$ cat src/rtl/serial_ripple_subtractor_if.sv
// Request/result bundle for serial_ripple_subtractor.
// The ovf signal exists only when SUB_OVERFLOW_EN is defined.
interface serial_ripple_subtractor_if #(
  parameter int unsigned WIDTH = 4
) ();
  logic             start;
  logic [WIDTH-1:0] a;
  logic [WIDTH-1:0] b;
  logic             bin;
  logic             busy;
  logic             done;
  logic [WIDTH-1:0] diff;
  logic             bout;
  logic [WIDTH-1:0] borrows;
`ifdef SUB_OVERFLOW_EN
  logic             ovf;
`endif

  modport master (
    output start, a, b, bin,
`ifdef SUB_OVERFLOW_EN
    input  ovf,
`endif
    input  busy, done, diff, bout, borrows
  );

  modport slave (
    input  start, a, b, bin,
`ifdef SUB_OVERFLOW_EN
    output ovf,
`endif
    output busy, done, diff, bout, borrows
  );
endinterface

$ cat src/rtl/serial_ripple_subtractor.sv
// Bit-serial ripple-borrow subtractor: diff = a - b - bin, one bit per clock, LSB first.
// Define SUB_OVERFLOW_EN to add the signed-overflow output (ovf).
module serial_ripple_subtractor #(
  parameter int unsigned WIDTH = 4
) (
  input  logic                         clk_i,
  input  logic                         rst_i,
  serial_ripple_subtractor_if.slave    bus
);
  localparam int unsigned IdxW = $clog2(WIDTH);

  typedef enum logic [1:0] {StIdle, StRun, StDone} state_e;

  state_e           state_q;
  logic [WIDTH-1:0] a_q, b_q;
  logic [WIDTH-1:0] diff_q, borrows_q;
  logic [IdxW-1:0]  idx_q;
  logic             br_q, bout_q, busy_q, done_q;
  logic             diff_bit, borrow_bit;
`ifdef SUB_OVERFLOW_EN
  logic             ovf_q;
`endif

  // Single full-subtractor cell fed from the LSBs of the operand shift registers.
  always_comb begin
    diff_bit   = a_q[0] ^ b_q[0] ^ br_q;
    borrow_bit = (~a_q[0] & b_q[0]) | (~(a_q[0] ^ b_q[0]) & br_q);
  end

  always_ff @(posedge clk_i) begin
    if (rst_i) begin
      state_q   <= StIdle;
      a_q       <= '0;
      b_q       <= '0;
      diff_q    <= '0;
      borrows_q <= '0;
      idx_q     <= '0;
      br_q      <= 1'b0;
      bout_q    <= 1'b0;
      busy_q    <= 1'b0;
      done_q    <= 1'b0;
`ifdef SUB_OVERFLOW_EN
      ovf_q     <= 1'b0;
`endif
    end else begin
      unique case (state_q)
        StIdle: begin
          done_q <= 1'b0;
          if (bus.start) begin
            a_q       <= bus.a;
            b_q       <= bus.b;
            br_q      <= bus.bin;
            diff_q    <= '0;
            borrows_q <= '0;
            bout_q    <= 1'b0;
            idx_q     <= '0;
            busy_q    <= 1'b1;
            state_q   <= StRun;
`ifdef SUB_OVERFLOW_EN
            ovf_q     <= 1'b0;
`endif
          end
        end
        StRun: begin
          diff_q[idx_q]    <= diff_bit;
          borrows_q[idx_q] <= borrow_bit;
          br_q             <= borrow_bit;
          a_q              <= a_q >> 1;
          b_q              <= b_q >> 1;
          if (idx_q == IdxW'(WIDTH - 1)) begin
            bout_q  <= borrow_bit;
            busy_q  <= 1'b0;
            done_q  <= 1'b1;
            state_q <= StDone;
`ifdef SUB_OVERFLOW_EN
            // Borrow into the sign bit differs from borrow out of it.
            ovf_q   <= borrow_bit ^ borrows_q[WIDTH-2];
`endif
          end else begin
            idx_q <= idx_q + 1'b1;
          end
        end
        StDone: begin
          done_q  <= 1'b0;
          state_q <= StIdle;
        end
        default: begin
          state_q <= StIdle;
          busy_q  <= 1'b0;
          done_q  <= 1'b0;
        end
      endcase
    end
  end

  assign bus.busy    = busy_q;
  assign bus.done    = done_q;
  assign bus.diff    = diff_q;
  assign bus.bout    = bout_q;
  assign bus.borrows = borrows_q;
`ifdef SUB_OVERFLOW_EN
  assign bus.ovf     = ovf_q;
`endif

endmodule

$ cat src/flat_wrapper.sv
// flat-port wrapper written by rule: the top's interface ports become plain ports
module serial_ripple_subtractor_flat 
#(
  parameter int unsigned WIDTH = 4
)
  (clk_i, rst_i, bus_start, bus_a, bus_b, bus_bin, bus_busy, bus_done, bus_diff, bus_bout, bus_borrows);
  serial_ripple_subtractor_if #(.WIDTH(WIDTH)) bus_i ();
  input  logic clk_i;
  input  logic rst_i;
  input wire logic [$bits(bus_i.start)-1:0] bus_start;
  input wire logic [$bits(bus_i.a)-1:0] bus_a;
  input wire logic [$bits(bus_i.b)-1:0] bus_b;
  input wire logic [$bits(bus_i.bin)-1:0] bus_bin;
  output wire logic [$bits(bus_i.busy)-1:0] bus_busy;
  output wire logic [$bits(bus_i.done)-1:0] bus_done;
  output wire logic [$bits(bus_i.diff)-1:0] bus_diff;
  output wire logic [$bits(bus_i.bout)-1:0] bus_bout;
  output wire logic [$bits(bus_i.borrows)-1:0] bus_borrows;
  assign bus_i.start = bus_start;
  assign bus_i.a = bus_a;
  assign bus_i.b = bus_b;
  assign bus_i.bin = bus_bin;
  assign bus_busy = bus_i.busy;
  assign bus_done = bus_i.done;
  assign bus_diff = bus_i.diff;
  assign bus_bout = bus_i.bout;
  assign bus_borrows = bus_i.borrows;
  serial_ripple_subtractor #(.WIDTH(WIDTH)) u_core (.clk_i(clk_i), .rst_i(rst_i), .bus(bus_i));
endmodule
$ cat config.mk
export PLATFORM = sky130hd
export DESIGN_NAME = serial_ripple_subtractor_flat
export DESIGN_NICKNAME = d
export VERILOG_FILES = /design/src/rtl/serial_ripple_subtractor_if.sv /design/src/rtl/serial_ripple_subtractor.sv /design/src/flat_wrapper.sv
export SDC_FILE = /design/constraint.sdc
export NUM_CORES = 1
export LEC_CHECK = 0
export ABC_CLOCK_PERIOD_IN_PS = 3400
export CORE_ASPECT_RATIO = 0.8
export CORE_MARGIN = 5
export CORE_UTILIZATION = 53
export DETAILED_ROUTE_END_ITERATION = 12
export PLACE_DENSITY = 0.89
export SYNTH_ARGS = -nofsm -noshare
export SYNTH_HDL_FRONTEND = slang
export SYNTH_SLANG_ARGS = --single-unit
$ cat constraint.sdc
create_clock -name clk_i -period 3.4 [get_ports clk_i]
set_clock_uncertainty 0.15 [all_clocks]
set_input_delay 0.34 -clock clk_i [delete_from_list [all_inputs] [get_ports clk_i]]
set_output_delay 0.34 -clock clk_i [all_outputs]
set_load 0.05 [all_outputs]
==> impl_metrics.json, run 1 <==
{
  "hold_buffers": 0,
  "synth_commonest_cells": "dfxtp_1, nor2_1, inv_1",
  "yosysTopAreaCell": "dfxtp_1",
  "coreArea_um2": 1944,
  "p_seq_share_pct": 51.0,
  "p_clk_share_pct": 33.6,
  "syn_area_um2": 1117,
  "worst_skew_pair.late_latency_ns": 0.31,
  "start_util_pct": 57.46,
  "fill_cells": 161,
  "hold_viol": 0,
  "grt_overflow": 0,
  "die-area_um2": 3132,
  "grt_max_degree": 27,
  "reg2reg_setup_slack_ns": 1.62,
  "power_switching_mw": 0.1474,
  "placed_area_um2": 1310,
  "wl_per_cell_um": 12.84,
  "p_per_area_nw_per_um2": 443.8,
  "cpPeakStageDelay_ns": 0.81,
  "slew_viol_final": 0,
  "syn_inst": 125,
  "syn_area_per_cell_um2": 8.939,
  "min_path_type": "reg -> reg",
  "totalWireLength_um": 2131,
  "vias_per_cell": 5.367,
  "setup_viol": 0,
  "drc_errors": 0,
  "antenna_found_initial": 0,
  "grt_pass1_vias": 821,
  "grt_pass1_wl_um": 3643,
  "post-route-cell-area_um2": 1363,
  "place_congestion": 0.6967,
  "p_sw_share_pct": 24.37,
  "grt_setup_unrepaired": "false",
  "path_buf_inv": 1,
  "cts_resized": 0,
  "peakVddDrop_mv": 0.4271,
  "die_x_um": 61.34,
  "ys_warn_count": 0,
  "min_period_ns": 1.983,
  "area_delta_synth_final_pct": 21.95,
  "max_slew.worst_pin.slew_ns": 0.8887,
  "synth_edf_count": 0,
  "cts_tree": "built",
  "cts_sinks": 24,
  "rows": 14,
  "fp.dieH_um": 51.07,
  "dp_hpwl_um": 1565,
  "ys.flop_type": "dfxtp_1",
  "path_cells": "clkdlybuf4s50_1",
  "antenna_cells": 0,
  "synth_nets": 142,
  "power.internal_mw": 0.4574,
  "cts_setup_buffers": 0,
  "fin_setup_tns_ns": 0,
  "via_count": 891,
  "critPathLaunchType": "register",
  "drt_iter0_markers": 36,
  "drive_above_1_share_pct": 7.042,
  "p_leak_nw": 0.4963,
  "layout.cells.non_filler": 166,
  "clock_tree.buffer_depth": 2,
  "ys_types": 34,
  "fmax_mhz": 504.4,
  "async_reset_ff_share_pct": 0,
  "nets": 160,
  "ys_ff_latch": 24,
  "worstPathArrival_ns": 1.49,
  "grt_use_total_pct": 15.26,
  "dr.pass1.iters": 4,
  "critPathSlowestCell": "clkdlybuf4s50_1",
  "path_delay_family": "buffers and inverters",
  "postRouteAntennaNets": 0,
  "crit_path_end_kind": "output port",
  "maxSlewHeadroom_pct": 40.57,
  "outcome": "complete, no violations",
  "cts_made_buffers": 3,
  "fin_crit_sh_pct": 58.31,
  "crit_required_ns": 2.91,
  "cts_root_buf": "clkbuf_4",
  "numPortBuffers": 22,
  "p_comb_share_pct": 15.4,
  "synth_area_leaders": "dfxtp_1, nor2_1, o32ai_1",
  "maxCapViolCount": 0,
  "worstSetupPathType": "reg -> out",
  "crit_path_max_fanout": 2,
  "num_io_pins": 23,
  "yosysSeqAreaShare_pct": 43.00,
  "cts.htree.levels": 1,
  "yosysTopAreaCellShare_pct": 43.00,
  "yosys.cell_count.top_type": "dfxtp_1",
  "path_clk_slew_ns": 0.13,
  "placed_cells": 162
}
[registers in the layout, summed over array words and instances, names as in the netlist]
| register | count |
|---|---|
| u_core.a_q | 4 |
| u_core.b_q | 4 |
| u_core.br_q | 1 |
| u_core.bus.borrows | 4 |
| u_core.bus.bout | 1 |
| u_core.bus.busy | 1 |
| u_core.bus.diff | 4 |
| u_core.bus.done | 1 |
| u_core.idx_q | 2 |
| u_core.state_q | 2 |
[placed cells by master, fill, tap and decap left out, types with 5 or more instances in the layout]
cell	instances
dfxtp_1	24
clkdlybuf4s50_1	22
nor2_1	17
inv_1	10
a21oi_1	7
nand2_1	6
o32ai_1	6
nor3_1	5
[cell type report]
type / count / area, um^2 / area share [%]
clock buffers: 3 / 22.52 / 1.653
well taps: 24 / 30.03 / 2.204
repair buffers: 22 / 220.2 / 16.16
clock inverters: 1 / 30.03 / 2.204
multi-input cells: 82 / 541.8 / 39.76
inverters: 10 / 37.54 / 2.755
flip-flops and latches: 24 / 480.5 / 35.26
[power groups by stage]
stage	sequential [mW]	clock [mW]	combinational, mW
floorplan	0.322	0	0.0587
global placement	0.314	0	0.0918
detailed placement	0.315	0	0.0928
CTS	0.308	0.209	0.0934
global route	0.311	0.226	0.102
finish	0.308	0.203	0.0931
[path summary, 6_finish.rpt]
check                     endpoint  depth (start not counted)                  start
max                       bus_done                          1        u_core.bus.done
min          u_core.bus.borrows[3]                          2  u_core.bus.borrows[3]
max reg2reg          u_core.a_q[0]                          3      u_core.state_q[0]
min reg2reg  u_core.bus.borrows[3]                          2  u_core.bus.borrows[3]
[cell families after synthesis]
group	count (synthesis)	share of synthesized area, %
and+or+nand+nor	52	25.42
DFF	24	43.00
AOI/OAI and AO/OA	23	15.00
buffers and inverters	19	8.510
adders and majority gates	5	6.271
muxes	2	1.792
[stage by stage]
stage	power [mW]	setup WS, ns	hold slack [ns]	utilization (%)
after floorplan	0.3805	1.975	0.3151	-
after global placement	0.4055	1.309	0.3054	67.37
after detailed placement	0.4074	1.218	0.3105	67.37
after CTS	0.6111	1.398	0.3286	70.08
after global routing	0.6390	1.342	0.3569	70.08
final	0.6048	1.417	0.3238	70.08
[metal layers]
metal / wire length (um) / vias to the layer above / GRT usage [%] / share of wire (%)
met5: 0 / - / 0 / 0
met3: 119 / 2 / 5.290 / 5.6
met4: 10 / 0 / 2.120 / 0.47
met1: 1066 / 403 / 21.88 / 50
li1: - / 470 / - / -
met2: 934 / 16 / 22.71 / 44
Note: power is estimated with default switching activity, not from simulation.
==> run 2, diff against run 1 <==
--- a/config.mk
+++ b/config.mk
@@ -5,12 +5,12 @@
 export SDC_FILE = /design/constraint.sdc
 export NUM_CORES = 1
 export LEC_CHECK = 0
-export ABC_CLOCK_PERIOD_IN_PS = 3400
+export ABC_CLOCK_PERIOD_IN_PS = 1800
 export CORE_ASPECT_RATIO = 0.8
 export CORE_MARGIN = 5
-export CORE_UTILIZATION = 53
+export CORE_UTILIZATION = 44
 export DETAILED_ROUTE_END_ITERATION = 12
-export PLACE_DENSITY = 0.89
+export PLACE_DENSITY = 0.8
 export SYNTH_ARGS = -nofsm -noshare
 export SYNTH_HDL_FRONTEND = slang
 export SYNTH_SLANG_ARGS = --single-unit
==> constraint.sdc (replaced) <==
create_clock -name clk_i -period 1.8 [get_ports clk_i]
set_clock_uncertainty 0.15 [all_clocks]
set_input_delay 0.18 -clock clk_i [delete_from_list [all_inputs] [get_ports clk_i]]
set_output_delay 0.18 -clock clk_i [all_outputs]
set_load 0.05 [all_outputs]
==> run 2 against run 1 <==
  * Clock-buffer cell count unchanged
  * Final cell count up 10%
  * First-iteration DRC count is 19% lower
  * Die area is 17% higher
  * Utilization decreased by 13 points
  * Flip-flop and latch count did not move
  * Worst hold slack lost 0.028 ns
  * Register-to-register slack worse by 1.4 ns
  * Clock power grew 93%
==> impl_metrics.json, run 2 (synthesis gave the netlist of run 1 again) <==
{
  "reg2reg_from": "u_core.b_q[0]",
  "post-route-cell-area_um2": 1390,
  "drt-met1-wl_um": 1038,
  "cts_made_buffers": 3,
  "place_congestion": 0.7722,
  "nets": 165,
  "setup_viol": 0,
  "max_slew.worst_pin.slew_ns": 0.4946,
  "dp_hpwl_um": 1705,
  "wl_met3_um": 150,
  "totalWireLength_um": 2249,
  "placed_area_um2": 1340,
  "outcome": "complete, no violations",
  "antenna_cells": 0,
  "min_from": "bus_b[1]",
  "wl_met2_um": 1013,
  "hold_buffers": 0,
  "crit_path_max_fanout": 4,
  "p_per_area_nw_per_um2": 833.8,
  "wl_per_cell_um": 12.29,
  "grt_pass1_vias": 832,
  "worstSetupPathType": "reg -> reg",
  "path_clk_slew_ns": 0.13,
  "min_period_ns": 1.569,
  "cts_root_buf": "clkbuf_4",
  "drc_errors": 0,
  "maxSlewHeadroom_pct": 66.96,
  "vias_per_cell": 5.055,
  "clock_tree.buffer_depth": 2,
  "critPathLaunchType": "register",
  "postRouteAntennaNets": 0,
  "hold_viol": 0,
  "via_count": 925,
  "min_path_type": "in -> reg",
  "hold_slack_ns": 0.2955,
  "reg2reg_setup_slack_ns": 0.23,
  "cts_sinks": 24,
  "fmax_mhz": 637.5,
  "die-area_um2": 3653,
  "crit_path_end_kind": "register",
  "grt_max_degree": 15,
  "setup.worst_path.start": "u_core.b_q[0]",
  "slew_viol_final": 0,
  "num_io_pins": 23,
  "start_util_pct": 45.75,
  "grt_overflow": 0,
  "fill_cells": 240,
  "final_common_cell": "dfxtp_1",
  "rows": 16,
  "fin_setup_tns_ns": 0,
  "grt_pass1_wl_um": 3712,
  "drt_iter0_markers": 29,
  "cts_tree": "built",
  "layout_common_cells": "dfxtp_1, nor2_1, buf_4, clkdlybuf4s50_1, inv_1",
  "grt_setup_unrepaired": "false",
  "numPortBuffers": 22,
  "peakVddDrop_mv": 0.6303,
  "worstPathArrival_ns": 1.67,
  "grt_use_total_pct": 13.32,
  "die_x_um": 66.34,
  "fin_crit_sh_pct": 87.15,
  "coreArea_um2": 2442,
  "crit_required_ns": 1.90,
  "drive_above_1_share_pct": 16.33,
  "dr.pass1.iters": 5,
  "area_delta_synth_final_pct": 24.41,
  "top_layer_used": "met4",
  "maxCapViolCount": 0,
  "fp.dieH_um": 55.07,
  "worst_skew_pair.late_latency_ns": 0.33,
  "antenna_found_initial": 0,
  "p_leak_nw": 0.5484,
  "cts.htree.levels": 1
}
-- run 2: power by group --
part,internal (mW),switching [mW],leakage [nW],total [mW]
registers,0.559,0.0201,0.196,0.579
logic,0.0844,0.104,0.324,0.188
clock network,0.225,0.167,0.0279,0.392
-- run 2: metrics by stage --
step / cells / setup slack [ns] / power (mW) / utilization (%)
2_1_floorplan: 125 / 0.3749 / 0.7186 / -
4_1_cts: 183 / 0.2450 / 1.163 / 56.92
5_1_grt: 183 / 0.1583 / 1.213 / 56.92
3_3_place_gp: 179 / 0.06822 / 0.7700 / 54.87
6_report: 183 / 0.2313 / 1.159 / 56.92
3_5_place_dp: 179 / 0.05355 / 0.7779 / 54.87
-- run 2: layer usage --
metal / track usage (%) / vias to the layer above
li1: - / 477
met1: 16.63 / 415
met2: 21.42 / 26
met3: 4.848 / 7
met4: 4.730 / 0
met5: 0 / -
-- run 2: worst paths after layout --
kind	cells after the start	end
setup / recovery	3	u_core.bus.diff[2]
hold / removal	3	u_core.b_q[1]
setup reg to reg	3	u_core.bus.diff[2]
hold reg to reg	2	u_core.bus.diff[1]
-- run 2: what timing repair did --
item	in CTS	in global routing
setup endpoints to repair	2	0
buffers inserted	0	0
resized for setup	2	0
-- run 2: worst max-delay path, stage by stage (launching register included) --
cell	delay, ns
dfxtp_1	0.41
fa_1	0.45
or2_2	0.36
o32ai_1	0.13
-- run 2: cell type report --
| type | instances | area, um^2 | area share (%) |
|---|---|---|---|
| sequential | 24 | 480.5 | 34.56 |
| timing repair buffer | 27 | 232.7 | 16.74 |
| multi-input combinational | 82 | 541.8 | 38.97 |
| tap | 36 | 45.04 | 3.240 |
| clock buffer | 3 | 22.52 | 1.620 |
| clock inverter | 1 | 30.03 | 2.160 |
| inverter | 10 | 37.54 | 2.700 |
==> run 3, diff against run 2 <==
--- a/config.mk
+++ b/config.mk
@@ -11,6 +11,7 @@
 export CORE_UTILIZATION = 44
 export DETAILED_ROUTE_END_ITERATION = 12
 export PLACE_DENSITY = 0.8
+export REMOVE_ABC_BUFFERS = 1
 export SYNTH_ARGS = -nofsm -noshare
 export SYNTH_HDL_FRONTEND = slang
 export SYNTH_SLANG_ARGS = --single-unit
==> run 3 against run 2 <==
  * Non-clock buffer count rose by 1
  * Sequential power barely moved
  * Design area fell by 0.81%
  * Combinational power barely moved
  * Sequential share of layout area rose by 0.28 points
==> impl_metrics.json, run 3 (synthesis gave the netlist of run 1 again) <==
{
  "outcome": "complete, no violations",
  "setup_viol": 0,
  "grt_use_total_pct": 13.53,
  "place_congestion": 0.8216,
  "maxSlewHeadroom_pct": 69.83,
  "critPathSlowestCell": "dfxtp_1",
  "drt_iter0_markers": 30,
  "area_delta_synth_final_pct": 23.40,
  "met2_usage_pct": 25.54,
  "start_util_pct": 45.75,
  "path_cells": "or3b_1 > nand2_1 > o32ai_1",
  "wl_per_cell_um": 12.28,
  "crit_path_end_kind": "register",
  "fmax_mhz": 643.0,
  "worstSetupPathType": "reg -> reg",
  "grt_pass1_vias": 937,
  "final_common_cell": "dfxtp_1",
  "totalWireLength_um": 2259,
  "die_x_um": 66.34,
  "grtUsageMet3_pct": 4.242,
  "antenna_cells": 0,
  "cts_sinks": 24,
  "cts_root_buf": "clkbuf_4",
  "antenna_found_initial": 0,
  "power.internal_mw": 0.7668,
  "rows": 16,
  "layout_common_cells": "dfxtp_1, nor2_1, buf_4, clkdlybuf4s50_1, inv_1",
  "grt_overflow": 0,
  "fin_crit_sh_pct": 86.40,
  "numPortBuffers": 22,
  "finalPower_mw": 1.044,
  "power_switching_mw": 0.2775,
  "min_path_type": "in -> reg",
  "dr.pass1.iters": 4,
  "cts_made_buffers": 3,
  "worst_skew_pair.late_latency_ns": 0.31,
  "grt_pass1_wl_um": 3781,
  "fin_setup_tns_ns": 0,
  "cts_setup_buffers": 0,
  "cts_tree": "built",
  "drive_above_1_share_pct": 18.24,
  "drc_errors": 0,
  "hold_viol": 0,
  "grt_setup_unrepaired": "false",
  "nets": 166,
  "num_io_pins": 23,
  "peakVddDrop_mv": 0.4938,
  "via_count": 935,
  "setup.worst_path.start": "u_core.state_q[0]",
  "dp_hpwl_um": 1737,
  "cts_resized": 0,
  "max_slew.worst_pin.slew_ns": 0.4516,
  "p_per_area_nw_per_um2": 757.4,
  "coreArea_um2": 2442,
  "crit_path_max_fanout": 10,
  "slew_viol_final": 0,
  "cts.htree.levels": 1,
  "p_sw_share_pct": 26.57,
  "fp.dieH_um": 55.07,
  "p_seq_share_pct": 55.4,
  "p_clk_share_pct": 26.6,
  "min_period_ns": 1.555,
  "crit_required_ns": 1.88,
  "path_clk_slew_ns": 0.13,
  "die-area_um2": 3653,
  "cpPeakStageDelay_ns": 0.52,
  "postRouteAntennaNets": 0,
  "min_from": "bus_a[2]",
  "vias_per_cell": 5.082,
  "maxCapViolCount": 0,
  "fill_cells": 239,
  "grt_max_degree": 14,
  "clock_tree.buffer_depth": 2,
  "grtUsageMet1_pct": 15.34,
  "p_leak_nw": 0.5407,
  "worstPathArrival_ns": 1.63,
  "reg2reg_from": "u_core.state_q[0]",
  "grt-busiest-layer": "met2",
  "critPathLaunchType": "register",
  "p_comb_share_pct": 18.0,
  "hold_buffers": 0
}
run 3: cell count changes in the layout (fill, tap and decap cells not counted):
cell,delta
buf_4,+3
dlygate4sd2_1,-2
bufinv_16,-1
clkbuf_8,+1
run 3: path summary, 6_finish.rpt:
path | to | slack [ns] | depth (start not counted)
setup reg to reg | u_core.bus.diff[2] | 0.24 | 3
setup / recovery | u_core.bus.diff[2] | 0.24 | 3
hold reg to reg | u_core.bus.busy | 0.33 | 2
hold / removal | u_core.a_q[2] | 0.31 | 3
run 3: metal layers:
layer / wire [um] / up-vias / share of wire [%]
met4: 0 / 0 / 0
li1: - / 483 / -
met5: 0 / - / 0
met3: 100 / 0 / 4.4
met2: 1118 / 22 / 49
met1: 1040 / 430 / 46
run 3: final cells by class:
type                    instances  area [um^2]  share of cell area (%)
clock buffers                   4        36.28                   2.632
flip-flops and latches         24        480.5                   34.85
inverters                      10        37.54                   2.722
well taps                      36        45.04                   3.267
multi-input cells              82        541.8                   39.29
repair buffers                 28        237.7                   17.24
run 3: power groups by stage:
stage | clock network [mW] | registers (mW) | logic, mW
finish | 0.278 | 0.578 | 0.188
global route | 0.322 | 0.583 | 0.207
CTS | 0.293 | 0.578 | 0.189
detailed placement | 0 | 0.590 | 0.188
global placement | 0 | 0.589 | 0.182
floorplan | 0 | 0.613 | 0.0880
run 3: stage by stage:
stage	hold slack (ns)	utilization [%]	worst slack, ns	instance area (um^2)	instances
floorplan	0.09886	-	0.2974	1060	116
global route	0.3205	56.45	0.08863	1379	184
global placement	0.3067	54.97	0.1106	1343	180
finish	0.3073	56.45	0.2448	1379	184
CTS	0.2967	56.45	0.2434	1379	184
detailed placement	0.3114	54.97	0.05928	1343	180
run 3: critical path: cells and delay by family, from the launching register on:
family / cells / cell delay (ns)
AO/OA/AOI/OAI: 1 / 0.25
AND/OR/NAND/NOR: 2 / 0.55
flip-flops: 1 / 0.52
